<file path="src/rtl/osr_pull_if.sv">
// Decoder / TX FIFO / OSR signal bundle around the OSR pull controller.
// slave = controller side, master = the surrounding state machine.
interface osr_pull_if;
  logic        penable, restart, autopull;
  logic [4:0]  pull_thresh;
  logic        out_valid;
  logic [4:0]  out_count;
  logic        pull_valid, pull_block, pull_ifempty;
  logic [31:0] x_in;
  logic        fifo_empty;
  logic [31:0] fifo_data;
  logic [5:0]  shift_count, shift_count_lookahead;
  logic        fifo_pop, osr_set;
  logic [31:0] osr_din;
  logic        osr_do_shift;
  logic [4:0]  osr_shift;
  logic        stall, instr_done;

  modport slave (
    input  penable, restart, autopull, pull_thresh, out_valid, out_count,
           pull_valid, pull_block, pull_ifempty, x_in, fifo_empty, fifo_data,
           shift_count, shift_count_lookahead,
    output fifo_pop, osr_set, osr_din, osr_do_shift, osr_shift, stall, instr_done
  );
  modport master (
    output penable, restart, autopull, pull_thresh, out_valid, out_count,
           pull_valid, pull_block, pull_ifempty, x_in, fifo_empty, fifo_data,
           shift_count, shift_count_lookahead,
    input  fifo_pop, osr_set, osr_din, osr_do_shift, osr_shift, stall, instr_done
  );
endinterface

</file>
<file path="src/rtl/osr_pull_ctrl.sv">
// OSR sequencing for one PIO state machine: autopull, PULL variants and
// instruction stall generation. Only the state and stall counter are flops.
module osr_pull_ctrl #(
  parameter int STALL_CNT_W = 16
) (
  input  logic                   clk,
  input  logic                   reset_n,
  osr_pull_if.slave              bus,
  output logic [STALL_CNT_W-1:0] stall_cycles
);
  localparam logic [1:0] RUN        = 2'd0;
  localparam logic [1:0] STALL_OUT  = 2'd1;
  localparam logic [1:0] STALL_PULL = 2'd2;

  logic [1:0]             state_q, state_d;
  logic [STALL_CNT_W-1:0] cnt_q, cnt_d;
  logic [5:0]             thr;
  logic                   full, refill_la, have;
  logic                   pop, set, shift, stall, done;

  // A threshold field of 0 encodes 32, which is exactly bit 5 set.
  assign thr       = {(bus.pull_thresh == 5'd0), bus.pull_thresh};
  assign have      = !bus.fifo_empty;
  assign full      = bus.autopull && (bus.shift_count >= thr);
  assign refill_la = bus.autopull && (bus.shift_count_lookahead >= thr) && have;

  always_comb begin
    state_d = state_q;
    pop = 1'b0; set = 1'b0; shift = 1'b0; stall = 1'b0; done = 1'b0;
    if (bus.restart) begin
      state_d = RUN;
    end else if (bus.penable) begin
      case (state_q)
        STALL_OUT: begin
          if (!bus.out_valid) state_d = RUN;
          else begin
            stall = 1'b1;
            if (have) begin pop = 1'b1; set = 1'b1; state_d = RUN; end
          end
        end
        STALL_PULL: begin
          if (!bus.pull_valid) state_d = RUN;
          else if (!have) stall = 1'b1;
          else begin pop = 1'b1; set = 1'b1; done = 1'b1; state_d = RUN; end
        end
        default: begin
          if (bus.out_valid) begin
            if (full) begin
              stall = 1'b1;
              if (have) begin pop = 1'b1; set = 1'b1; end
              else state_d = STALL_OUT;
            end else begin
              shift = 1'b1; done = 1'b1;
              if (refill_la) begin pop = 1'b1; set = 1'b1; end
            end
          end else if (bus.pull_valid) begin
            if (bus.pull_ifempty && (bus.shift_count < thr)) done = 1'b1;
            else if (have) begin pop = 1'b1; set = 1'b1; done = 1'b1; end
            else if (bus.pull_block) begin stall = 1'b1; state_d = STALL_PULL; end
            else begin set = 1'b1; done = 1'b1; end
          end else if (full && have) begin
            pop = 1'b1; set = 1'b1;
          end
        end
      endcase
    end
  end

  always_comb begin
    cnt_d = cnt_q;
    if (bus.restart) cnt_d = '0;
    else if (stall && (cnt_q != {STALL_CNT_W{1'b1}})) cnt_d = cnt_q + 1'b1;
  end

  always_ff @(posedge clk or negedge reset_n) begin
    if (!reset_n) begin
      state_q <= RUN;
      cnt_q   <= '0;
    end else begin
      state_q <= state_d;
      cnt_q   <= cnt_d;
    end
  end

  // Everything reads as zero while reset is held, without waiting for an edge.
  assign bus.fifo_pop     = reset_n & pop;
  assign bus.osr_set      = reset_n & set;
  assign bus.osr_do_shift = reset_n & shift;
  assign bus.stall        = reset_n & stall;
  assign bus.instr_done   = reset_n & done;
  assign bus.osr_din      = !reset_n ? 32'd0 : (pop ? bus.fifo_data : bus.x_in);
  assign bus.osr_shift    = reset_n ? bus.out_count : 5'd0;
  assign stall_cycles     = cnt_q;
endmodule

</file>
<file path="src/flat_wrapper.sv">
// flat-port wrapper written by rule: the top's interface ports become plain ports
module osr_pull_ctrl_flat 
#(
  parameter int STALL_CNT_W = 16
)
  (clk, reset_n, stall_cycles, bus_penable, bus_restart, bus_autopull, bus_pull_thresh, bus_out_valid, bus_out_count, bus_pull_valid, bus_pull_block, bus_pull_ifempty, bus_x_in, bus_fifo_empty, bus_fifo_data, bus_shift_count, bus_shift_count_lookahead, bus_fifo_pop, bus_osr_set, bus_osr_din, bus_osr_do_shift, bus_osr_shift, bus_stall, bus_instr_done);
  osr_pull_if bus_i ();
  input  logic clk;
  input  logic reset_n;
  output logic [STALL_CNT_W-1:0] stall_cycles;
  input wire logic [$bits(bus_i.penable)-1:0] bus_penable;
  input wire logic [$bits(bus_i.restart)-1:0] bus_restart;
  input wire logic [$bits(bus_i.autopull)-1:0] bus_autopull;
  input wire logic [$bits(bus_i.pull_thresh)-1:0] bus_pull_thresh;
  input wire logic [$bits(bus_i.out_valid)-1:0] bus_out_valid;
  input wire logic [$bits(bus_i.out_count)-1:0] bus_out_count;
  input wire logic [$bits(bus_i.pull_valid)-1:0] bus_pull_valid;
  input wire logic [$bits(bus_i.pull_block)-1:0] bus_pull_block;
  input wire logic [$bits(bus_i.pull_ifempty)-1:0] bus_pull_ifempty;
  input wire logic [$bits(bus_i.x_in)-1:0] bus_x_in;
  input wire logic [$bits(bus_i.fifo_empty)-1:0] bus_fifo_empty;
  input wire logic [$bits(bus_i.fifo_data)-1:0] bus_fifo_data;
  input wire logic [$bits(bus_i.shift_count)-1:0] bus_shift_count;
  input wire logic [$bits(bus_i.shift_count_lookahead)-1:0] bus_shift_count_lookahead;
  output wire logic [$bits(bus_i.fifo_pop)-1:0] bus_fifo_pop;
  output wire logic [$bits(bus_i.osr_set)-1:0] bus_osr_set;
  output wire logic [$bits(bus_i.osr_din)-1:0] bus_osr_din;
  output wire logic [$bits(bus_i.osr_do_shift)-1:0] bus_osr_do_shift;
  output wire logic [$bits(bus_i.osr_shift)-1:0] bus_osr_shift;
  output wire logic [$bits(bus_i.stall)-1:0] bus_stall;
  output wire logic [$bits(bus_i.instr_done)-1:0] bus_instr_done;
  assign bus_i.penable = bus_penable;
  assign bus_i.restart = bus_restart;
  assign bus_i.autopull = bus_autopull;
  assign bus_i.pull_thresh = bus_pull_thresh;
  assign bus_i.out_valid = bus_out_valid;
  assign bus_i.out_count = bus_out_count;
  assign bus_i.pull_valid = bus_pull_valid;
  assign bus_i.pull_block = bus_pull_block;
  assign bus_i.pull_ifempty = bus_pull_ifempty;
  assign bus_i.x_in = bus_x_in;
  assign bus_i.fifo_empty = bus_fifo_empty;
  assign bus_i.fifo_data = bus_fifo_data;
  assign bus_i.shift_count = bus_shift_count;
  assign bus_i.shift_count_lookahead = bus_shift_count_lookahead;
  assign bus_fifo_pop = bus_i.fifo_pop;
  assign bus_osr_set = bus_i.osr_set;
  assign bus_osr_din = bus_i.osr_din;
  assign bus_osr_do_shift = bus_i.osr_do_shift;
  assign bus_osr_shift = bus_i.osr_shift;
  assign bus_stall = bus_i.stall;
  assign bus_instr_done = bus_i.instr_done;
  osr_pull_ctrl #(.STALL_CNT_W(STALL_CNT_W)) u_core (.clk(clk), .reset_n(reset_n), .bus(bus_i), .stall_cycles(stall_cycles));
endmodule
</file>
<file path="config.mk">
export PLATFORM = sky130hd
export DESIGN_NAME = osr_pull_ctrl_flat
export DESIGN_NICKNAME = d
export VERILOG_FILES = /design/src/rtl/osr_pull_if.sv /design/src/rtl/osr_pull_ctrl.sv /design/src/flat_wrapper.sv
export SDC_FILE = /design/constraint.sdc
export NUM_CORES = 1
export LEC_CHECK = 0
export CAP_MARGIN = 20
export CORE_ASPECT_RATIO = 0.9
export CORE_MARGIN = 4
export CORE_UTILIZATION = 64
export DETAILED_ROUTE_END_ITERATION = 8
export DONT_BUFFER_PORTS = 1
export GPL_TIMING_DRIVEN = 0
export PLACE_DENSITY = 0.77
export SYNTH_ARGS = -nofsm -noshare
export SYNTH_HDL_FRONTEND = slang
export SYNTH_SLANG_ARGS = --single-unit
</file>
<file path="constraint.sdc">
create_clock -name clk -period 9.4 [get_ports clk]
set_input_delay 1.88 -clock clk [delete_from_list [all_inputs] [get_ports clk]]
set_output_delay 1.88 -clock clk [all_outputs]
set_load 0.1 [all_outputs]
</file>
==> run metrics <==
status=finished with violations; failing checks=design-rule violations; Ports=154; slew of the pin with the lowest slew margin=1.08 ns; Largest stage delay, worst path=0.82 ns; clk root buf=clkbuf_8; Worst-Skew Late Latency=0.27 ns; P_int=172 uW; critical path, cell by cell=nor3_1, nand3_1, ha_1, nand4_2, o21ai_0, a21oi_1, nor3_4, buf_4, and2_1; DR vias=3227; Netlist cell types=57; Syn Nets=426; die area=4680 um2; Util after Layout=0.915; share of layout cells above drive strength 1=0.266; Period minus WS final=7.04 ns; reg2reg end=u_core.stall_cycles[9]; Yosys Warn Count=0; Area Overhead vs Synth=35.5%; CTS resizes=0; largest net degree at the start of global routing=20; drt pass-1 iters=9; reg2reg start=u_core.stall_cycles[0]; 1st-iter DRT viols=862; metal2 WL=5050 um; Clock Pin Slew Worst Setup and Hold Paths=0.07 ns; highest routed layer=met4; residual DRC count=14; Synth Register Bits=18; Post-synth EDFFs=0; Layout fillers=120; fin crit share=0.749; critical-path maximum fanout=10; WL met3=1890 um; Routed WL=11700 um; RePlAce Congestion=0.864; sequential-to-total area share from yosys stat=0.193; peak supply drop=0.0000893 V; Clock Power Share=0.188; R2R Setup Slk=6.02 ns; fin cells=397; switching power=181 uW; WP data arrival=5.16 ns; Num CTS Buffers=3; Worst path slowest cell=and2_1; worst hold slack=0.549 ns; Seq pwr share=0.251; Gate power share=0.561; Placed Instances=393; Slew headroom=0.275; final number of hold-violating endpoints=0; Worst Setup Start Kind=primary input; CP required=7.52 ns; Clock H-tree levels=1; hold buffers post-CTS=0; Fin Setup TNS=0 ns; Cells after Synth=315; Clock Tree Buf Depth=2; GRT Overall Usage=0.509; Synth async-reset ratio=1.00; Power Density=112 nW/um2; Hold Crit Class=register to register; antenna violations before repair=0; critical path endpoint=bus_fifo_pop; Synth Flop Type=dfrtp_1; worst reg2reg path depth=8; I/O Buffers=0; # Post-CTS Setup Buffers=0; Crit Path Category=primary input to primary output; switching share of power=0.513; Crit. End Element=primary output; worst setup path startpoint=bus_pull_thresh[1]; Core Area=3450 um2; Syn Area/Cell=7.40 um2; row count=20; post-route ant nets=0; met1 wire length=3500 um; Sink Count=18; endpoints failing setup=0; Nets=465; Initial Utilization=0.675; Routed WL per cell=29.4 um; Synth Cell Area=2330 um2; Fmax achieved=142 MHz; vias in the first global route=3096; global-route wire length before repair=17900 um; clk_skew=0.00737 ns; max-cap viol count=0; Die Y-Extent=65.3 um; drt via density=8.13; dpl hpwl=8160 um; LEAKAGE=1.35 nW; die width=71.6 um; grt total ovfl=0; Max Slew Vio Count=0; CTS tree=built; RSZ-0062 raised after global routing=false; Design Power=353 uW; antenna cells=0
==> state kept, by name (all words and copies together), names as in the netlist <==
register / count
u_core.stall_cycles: 16
u_core.state_q: 2
==> layout make-up <==
class / instances / area [um2] / area share
Buffer: 18 / 92.6 / 0.0293
Clock buffer: 4 / 55.1 / 0.0174
Inverter: 13 / 48.8 / 0.0154
Multi-Input combinational cell: 266 / 1880 / 0.596
Sequential cell: 18 / 450 / 0.143
Tap cell: 44 / 55.1 / 0.0174
Timing Repair Buffer: 34 / 573 / 0.181
==> per-layer routing <==
metal	vias to the layer above	track usage
li1	1220	-
met1	1423	0.580
met2	439	0.779
met3	145	0.190
met4	0	0.369
met5	-	0
==> worst min path at each step <==
stage,start,endpoint,slack (ns),depth (start not counted)
final,u_core.state_q[1],u_core.state_q[1],0.55,1
after global routing,u_core.state_q[1],u_core.state_q[1],0.57,1
after CTS,u_core.state_q[1],u_core.state_q[1],0.55,1
after detailed placement,u_core.state_q[1],u_core.state_q[1],0.55,1
after global placement,u_core.state_q[1],u_core.state_q[1],0.51,1
after floorplan,u_core.state_q[1],u_core.state_q[1],0.48,1
==> layout by cell type (no fill, tap or decap), types with 3 or more instances in the layout <==
cell type   n
dfrtp_1    18
nor2_1     11
buf_4       3
buf_8      29
nand4b_1    3
or3_1       4
nor4_1      4
ha_1       15
buf_16      5
nand2_1    86
a211oi_1    3
and3_1      5
mux2i_2    32
and2_1      6
clkbuf_8    4
o21ai_0     8
o311ai_0    4
o21a_1      3
inv_1      12
nand4_1     7
clkbuf_1    9
nor2b_1     4
a21oi_1     9
mux2i_1     3
buf_2       5
nand3_1    15
nor3_1      3
==> per-stage QoR <==
step                      setup slack (ns)  area, um2
after global routing                  2.22       3160
after global placement                1.23       2390
after detailed placement              2.45       3100
after floorplan                       1.56       2330
after CTS                             2.43       3160
final                                 2.36       3160
==> cells by family after synthesis <==
| family | synth area share |
|---|---|
| flip-flops | 0.193 |
| buffers and inverters | 0.0606 |
| AO/OA/AOI/OAI | 0.167 |
| multiplexers | 0.160 |
| adder cells (fa/ha/maj) | 0.0805 |
| AND/OR/NAND/NOR | 0.339 |
==> critical path, delay by kind of cell <==
kind / cells / cell delay, ns
buffers and inverters: 1 / 0.34
AND/OR/NAND/NOR: 5 / 1.77
AO/OA/AOI/OAI: 2 / 0.81
adder cells (fa/ha/maj): 1 / 0.35
==> synth_stat cells (2+ instances only) <==
library cell	instances	share of area
nand3_1	15	0.032
clkbuf_1	9	0.014
inv_1	12	0.019
o21ai_0	8	0.017
buf_2	5	0.011
mux2i_1	35	0.15
ha_1	15	0.080
o21a_1	3	0.0097
nand2b_1	2	0.0054
o311ai_0	4	0.015
and4_1	2	0.0075
nand4_1	7	0.019
a21oi_1	9	0.019
nor2_1	11	0.018
a211oi_1	4	0.013
nand4b_1	3	0.011
nor3_1	4	0.0086
or3_1	4	0.011
nand2_1	86	0.14
mux2_2	2	0.0097
a31oi_1	2	0.0054
o221ai_1	2	0.0075
and2_1	6	0.016
nor2b_1	4	0.011
and3_1	5	0.013
nor4_1	5	0.013
o41ai_1	2	0.0075
buf_4	3	0.0097
dfrtp_1	18	0.19
==> power by group through the flow <==
| stage | sequential (mW) | combinational (mW) | clock [mW] |
|---|---|---|---|
| 6_report | 0.0885 | 0.198 | 0.0666 |
| 4_1_cts | 0.0883 | 0.194 | 0.0649 |
| 2_1_floorplan | 0.0891 | 0.132 | 0 |
| 3_5_place_dp | 0.0897 | 0.190 | 0 |
| 3_3_place_gp | 0.0894 | 0.143 | 0 |
| 5_1_grt | 0.0884 | 0.204 | 0.0692 |
(Power assumes the default switching activity.)
